### src/rtl/game_pkg.sv
// Shared game types: main game FSM states plus the countdown timer types.
// Also holds the timer width, saturation limit and double-dabble helper.
package game_pkg;

  typedef enum logic [2:0] {
    MENU      = 3'd0,
    PLAY      = 3'd1,
    PAUSE     = 3'd2,
    WIN       = 3'd3,
    LOST      = 3'd4,
    GAME_OVER = 3'd5
  } state_t;

  typedef enum logic [1:0] {
    T_IDLE    = 2'd0,
    T_RUN     = 2'd1,
    T_HOLD    = 2'd2,
    T_EXPIRED = 2'd3
  } timer_state_t;

  localparam int TIMER_W = 10;
  localparam int BCD_W   = 4;
  localparam int BCD_N   = 3;

  localparam logic [TIMER_W-1:0] TIMER_MAX = 10'd999;

  // Clamp a start value to what three decimal digits can show.
  function automatic logic [TIMER_W-1:0] sat_load(
    input logic [TIMER_W-1:0] v
  );
    return (v > TIMER_MAX) ? TIMER_MAX : v;
  endfunction

  // Double-dabble digit correction applied before each shift.
  function automatic logic [BCD_W-1:0] dd_adj(
    input logic [BCD_W-1:0] d
  );
    return (d >= 4'd5) ? d + 4'd3 : d;
  endfunction

endpackage

### src/rtl/game_timer_bin2bcd.sv
// Sequential double-dabble: 10-bit binary to three BCD digits.
// A start restarts any conversion in flight; done pulses one cycle.
module bin2bcd
  import game_pkg::*;
(
  input  logic               clk,
  input  logic               rst,
  input  logic               start_i,
  input  logic [TIMER_W-1:0] bin_i,
  output logic               done_o,
  output logic [BCD_W-1:0]   hundreds_o,
  output logic [BCD_W-1:0]   tens_o,
  output logic [BCD_W-1:0]   ones_o
);

  localparam int SH_W = BCD_N * BCD_W + TIMER_W;

  logic [SH_W-1:0] sh_q, sh_d;
  logic [SH_W-1:0] adj;
  logic [3:0]      cnt_q, cnt_d;
  logic            done_q, done_d;

  // Correct each digit, then the caller shifts the whole register left.
  always_comb begin
    adj = {
      dd_adj(sh_q[21:18]),
      dd_adj(sh_q[17:14]),
      dd_adj(sh_q[13:10]),
      sh_q[9:0]
    };
  end

  // Load on start, otherwise shift once per cycle until all bits consumed.
  always_comb begin
    sh_d   = sh_q;
    cnt_d  = cnt_q;
    done_d = 1'b0;
    if (start_i) begin
      sh_d  = {{(BCD_N*BCD_W){1'b0}}, bin_i};
      cnt_d = 4'(TIMER_W);
    end else if (cnt_q != 4'd0) begin
      sh_d   = {adj[SH_W-2:0], 1'b0};
      cnt_d  = cnt_q - 4'd1;
      done_d = (cnt_q == 4'd1);
    end
  end

  // Conversion state registers.
  always_ff @(posedge clk) begin
    if (rst) begin
      sh_q   <= '0;
      cnt_q  <= '0;
      done_q <= 1'b0;
    end else begin
      sh_q   <= sh_d;
      cnt_q  <= cnt_d;
      done_q <= done_d;
    end
  end

  assign done_o     = done_q;
  assign hundreds_o = sh_q[21:18];
  assign tens_o     = sh_q[17:14];
  assign ones_o     = sh_q[13:10];

endmodule

### src/rtl/game_timer.sv
// Level countdown timer driven by the main game FSM state.
// BCD readout is built only when GAME_TIMER_BCD_EN is defined.
module game_timer
  import game_pkg::*;
#(
  parameter int CLK_HZ = 65_000_000
) (
  input  logic               clk,
  input  logic               rst,
  input  state_t             state_in,
  input  logic [TIMER_W-1:0] timer_seconds,
  output logic [TIMER_W-1:0] seconds_left,
  output logic               tick_1hz,
  output logic               time_up,
  output logic [BCD_W-1:0]   bcd_hundreds,
  output logic [BCD_W-1:0]   bcd_tens,
  output logic [BCD_W-1:0]   bcd_ones
);

  localparam int PW = (CLK_HZ > 2) ? $clog2(CLK_HZ) : 1;
  localparam logic [PW-1:0] PRE_MAX = PW'(CLK_HZ - 1);

  timer_state_t       state_q, state_d;
  state_t             prev_q;
  logic [TIMER_W-1:0] sec_q, sec_d;
  logic [PW-1:0]      pre_q, pre_d;
  logic               up_q, up_d;
  logic               tick_q, tick_d;

  // Next-state: load on MENU->PLAY, count PLAY cycles, freeze otherwise.
  // A non-PLAY state in the terminal cycle simply parks in T_HOLD.
  always_comb begin
    state_d = state_q;
    sec_d   = sec_q;
    pre_d   = pre_q;
    up_d    = up_q;
    tick_d  = 1'b0;
    unique case (state_q)
      T_IDLE: begin
        if (state_in == PLAY && prev_q == MENU) begin
          sec_d = sat_load(timer_seconds);
          pre_d = '0;
          if (timer_seconds == '0) begin
            state_d = T_EXPIRED;
            up_d    = 1'b1;
          end else begin
            state_d = T_RUN;
          end
        end
      end
      T_RUN, T_HOLD: begin
        if (state_in == PLAY) begin
          state_d = T_RUN;
          if (pre_q == PRE_MAX) begin
            pre_d = '0;
            if (sec_q != '0) begin
              sec_d  = sec_q - 1'b1;
              tick_d = 1'b1;
              if (sec_q == TIMER_W'(1)) begin
                state_d = T_EXPIRED;
                up_d    = 1'b1;
              end
            end
          end else begin
            pre_d = pre_q + 1'b1;
          end
        end else if (state_in != MENU) begin
          state_d = T_HOLD;
        end
      end
      T_EXPIRED: begin
        sec_d = '0;
        up_d  = 1'b1;
      end
      default: state_d = T_IDLE;
    endcase
    if (state_in == MENU) begin
      state_d = T_IDLE;
      sec_d   = '0;
      pre_d   = '0;
      up_d    = 1'b0;
      tick_d  = 1'b0;
    end
  end

  // Timer state registers; reset wins over every transition.
  always_ff @(posedge clk) begin
    if (rst) begin
      state_q <= T_IDLE;
      prev_q  <= MENU;
      sec_q   <= '0;
      pre_q   <= '0;
      up_q    <= 1'b0;
      tick_q  <= 1'b0;
    end else begin
      state_q <= state_d;
      prev_q  <= state_in;
      sec_q   <= sec_d;
      pre_q   <= pre_d;
      up_q    <= up_d;
      tick_q  <= tick_d;
    end
  end

  assign seconds_left = sec_q;
  assign tick_1hz     = tick_q;
  assign time_up      = up_q;

`ifdef GAME_TIMER_BCD_EN
  logic             cv_done;
  logic [BCD_W-1:0] cv_h, cv_t, cv_o;
  logic [BCD_W-1:0] h_q, t_q, o_q;

  bin2bcd u_bcd (
    .clk        (clk),
    .rst        (rst),
    .start_i    (sec_d != sec_q),
    .bin_i      (sec_d),
    .done_o     (cv_done),
    .hundreds_o (cv_h),
    .tens_o     (cv_t),
    .ones_o     (cv_o)
  );

  // Display digits change only when a full conversion lands.
  always_ff @(posedge clk) begin
    if (rst) begin
      h_q <= '0;
      t_q <= '0;
      o_q <= '0;
    end else if (cv_done) begin
      h_q <= cv_h;
      t_q <= cv_t;
      o_q <= cv_o;
    end
  end

  assign bcd_hundreds = h_q;
  assign bcd_tens     = t_q;
  assign bcd_ones     = o_q;
`else
  assign bcd_hundreds = '0;
  assign bcd_tens     = '0;
  assign bcd_ones     = '0;
`endif

endmodule

### config.mk
export PLATFORM = sky130hd
export DESIGN_NAME = game_timer
export DESIGN_NICKNAME = d
export VERILOG_FILES = /design/src/rtl/game_pkg.sv /design/src/rtl/game_timer_bin2bcd.sv /design/src/rtl/game_timer.sv
export SDC_FILE = /design/constraint.sdc
export NUM_CORES = 1
export LEC_CHECK = 0
export CORE_MARGIN = 1.5
export CORE_UTILIZATION = 45
export DETAILED_ROUTE_END_ITERATION = 8
export HOLD_SLACK_MARGIN = 0.06
export PLACE_DENSITY = 0.7
export SLEW_MARGIN = 20
export SYNTH_ARGS = -nofsm -noshare
export SYNTH_HDL_FRONTEND = slang
export SYNTH_SLANG_ARGS = --single-unit
### constraint.sdc
create_clock -name clk -period 2.15 [get_ports clk]
set_input_delay 0.215 -clock clk [delete_from_list [all_inputs] [get_ports clk]]
set_output_delay 0.215 -clock clk [all_outputs]
set_load 0.05 [all_outputs]
==> impl_results.md <==
* Initial Util at 47.69%
* DR WL/cell at 14.61 µm
* Met1 usage at 29.45%
* GRT met3 Usage at 4.881%
* Post-Syn Instances at 301
* Bufs on Longest Clock Path at 2
* Finish-stage setup viols at 0
* Asr flop ratio synth at 0%
* First-pass iteration count of the detailed router at 4
* Pin count of the biggest net entering global routing at 21
* Power consumption at 1.756 mW
* Layout cell share with drive strength beyond 1 at 21.39%
* HPWL Detailed at 4653 µm
* Setup Crit Path Kind: register to register
* First-pass GRT wire length at 10640 µm
* Synth warn at 0
* Number of H-tree levels at 2
* Status: complete, no violations
* Post-Route WL at 6282 µm
* Placed inst area at 3032 µm²
* Final Cycle Share at 98.32%
* Slew headroom at 62.44%
* RSZ-0062 raised after global routing: true
* Critical Path Slowest Stage Cell: dfxtp_2
* Placeable Area at 5205 µm²
* Die Ht at 77.27 µm
* Post-synthesis sequential area ratio at 34.68%
* Main synth FF type: dfxtp_1
* Avg Synthesized Cell Area at 8.247 µm²
* Max Cap Viol at 0
* DR DRC count at 0
* Slew Limit Fails at 0
* Drt initial violations at 166
* Root Driver: clkbuf_8
* Mapped cell area at 2482 µm²
* Power per cell area at 551.1 nW/µm²
* Routed vias/inst at 5.707
* Cells along the critical path: nor4b_4 > nand4_1 > buf_4 > or2_2 > o32ai_1 > o221a_2
* Remaining Overflow, GRT at 0
* Clk_lat worst skew at 0.31 ns
* Tmin final at 2.114 ns
* Placed insts at 420
* FF+latch count, synth at 43
* Via count of the routed design at 2454
* Hold Violations, Final at 0
* Ports at 39
* Routed Antenna Nets at 0
* Top post-synthesis cells by area: dfxtp_1 (35%), nor2_1 (5.4%), xnor2_1 (4.9%)
* Fmax at 473.1 MHz
* GRT Resource Usage Total at 21.98%
* Setup crit end kind: register
* Diode count at 0
* Leak at 1.161 nW
* Row Count at 26
* Hold Path Class: register to register
* Most frequent cell after synthesis: dfxtp_1
* Clk slew on worst S/H paths at 0.08 ns
* Final Skew at 0.01231 ns
* CP required at 2.40 ns
* Max FO, Critical Path at 5
* Met2 Use GR at 35.44%
* GRT busiest layer: met2
* Die area at 5971 µm²
* Worst-Margin Slew at 0.5596 ns
* Distinct cells, synth at 51
* EDFF count, synth at 0
* Non-Filler Instances at 430
* CP max stage delay at 0.36 ns
* CP Launch Type: register
* Top cell type's share of synthesized area at 34.68%
* Die width at 77.27 µm
* Layout area overhead at 28.33%
* GP Congestion at 0.8908
* Worst Path Arrival at 2.36 ns
* Final Cell Area at 3186 µm²
* Port Buffers at 26
* Nets at 379
* Initial antenna violation count at 0
* Most common library cells after synthesis: dfxtp_1 (43), nor2_1 (36), a21oi_1 (18), nor4_1 (16), xnor2_1 (14)
* Peak VDD IR at 338.2 µV
* CTS tree: yes
* CTS sink count at 43
* Number of buffers created by CTS at 5
* Vias in the first global route at 2321
* Yosys top cell by area: dfxtp_1
[worst max-delay path, delay by kind of cell (launching register included)]
family                 cells  cell delay [ns]
AND/OR/NAND/NOR            3             0.89
AO/OA/AOI/OAI              2             0.59
flip-flops                 1             0.36
buffers and inverters      1             0.21
[report_power, final]
group | leakage (nW) | switching (mW) | internal [mW] | total, mW
combinational | 0.762 | 0.246 | 0.161 | 0.407
clock | 0.0455 | 0.285 | 0.228 | 0.513
sequential | 0.354 | 0.0221 | 0.813 | 0.836
total | 1.16 | 0.553 | 1.20 | 1.76
[timing repair]
item / in CTS / in global routing
resized for setup: 1 / 12
endpoints found under the setup margin: 1 / 9
pin swaps: 0 / 2
setup buffers: 0 / 2
hold buffers: 0 / 0
[per-layer routing]
metal	share of wire (%)	up-vias	wire length (µm)
met3	4.9	13	306
met5	0	-	0
met1	48	1173	2990
li1	-	1200	-
met2	46	68	2910
met4	1.2	0	75
[cell type report]
type	count	area (µm²)
timing repair buffer	65	565.5
inverter	10	37.54
clock inverter	2	11.26
fill	487	2019
clock buffer	6	72.57
tap	70	87.58
sequential	43	880.8
multi-input combinational	234	1530
[kinds of logic (layout without fill, tap and decap cells)]
family | Yosys count | after routing | share of synthesized area, %
simple gates | 133 | 133 | 30.54
compound gates | 59 | 59 | 15.78
flops | 43 | 43 | 34.68
buf+inv | 35 | 83 | 7.409
xor+xnor | 24 | 24 | 8.468
fa+ha+maj | 5 | 5 | 2.520
other cells | 1 | 12 | 0.1511
mux | 1 | 1 | 0.4536
[state kept, by name, indices dropped and copies added (netlist names)]
signal and flops:
pre_q 26, prev_q 3, seconds_left 10, state_q 2, tick_1hz 1, time_up 1
[stage by stage]
stage	TNS, ns	utilization, %	worst slack [ns]	hold WS, ns
2_1_floorplan	0	-	0.01490	0.2866
3_3_place_gp	-0.4045	58.25	-0.1015	0.4846
3_5_place_dp	-0.6159	58.25	-0.1439	0.4824
4_1_cts	0	59.95	0.04583	0.5022
5_1_grt	-0.1950	61.20	-0.05101	0.5323
6_report	0	61.20	0.03616	0.5006
[final timing paths]
check                                from                       to  slack, ns  depth (start not counted)
setup / recovery    pre_q[7]$_SDFFE_PP0P_  state_q[1]$_SDFFE_PP0P_       0.04                          6
hold / removal    state_q[0]$_SDFFE_PP0P_  state_q[0]$_SDFFE_PP0P_       0.50                          2
setup reg to reg    pre_q[7]$_SDFFE_PP0P_  state_q[1]$_SDFFE_PP0P_       0.04                          6
hold reg to reg   state_q[0]$_SDFFE_PP0P_  state_q[0]$_SDFFE_PP0P_       0.50                          2
[cells in the final DEF, fill, tap and decap left out, drive strengths merged, types with 4 or more instances in the layout]
| cell type | instances |
|---|---|
| nand2 | 13 |
| clkdlybuf4s50 | 26 |
| o31ai | 5 |
| a211oi | 5 |
| xor2 | 10 |
| inv | 11 |
| nor4b | 4 |
| o21ai | 12 |
| nor2 | 36 |
| xnor2 | 14 |
| a22oi | 4 |
| and4 | 5 |
| nand3 | 9 |
| ha | 5 |
| nor2b | 6 |
| a21oi | 18 |
| nand4 | 12 |
| conb | 12 |
| nor4 | 16 |
| dfxtp | 43 |
| clkbuf | 6 |
| nor3 | 10 |
| buf | 39 |
Note: power is estimated with default switching activity, not from simulation.
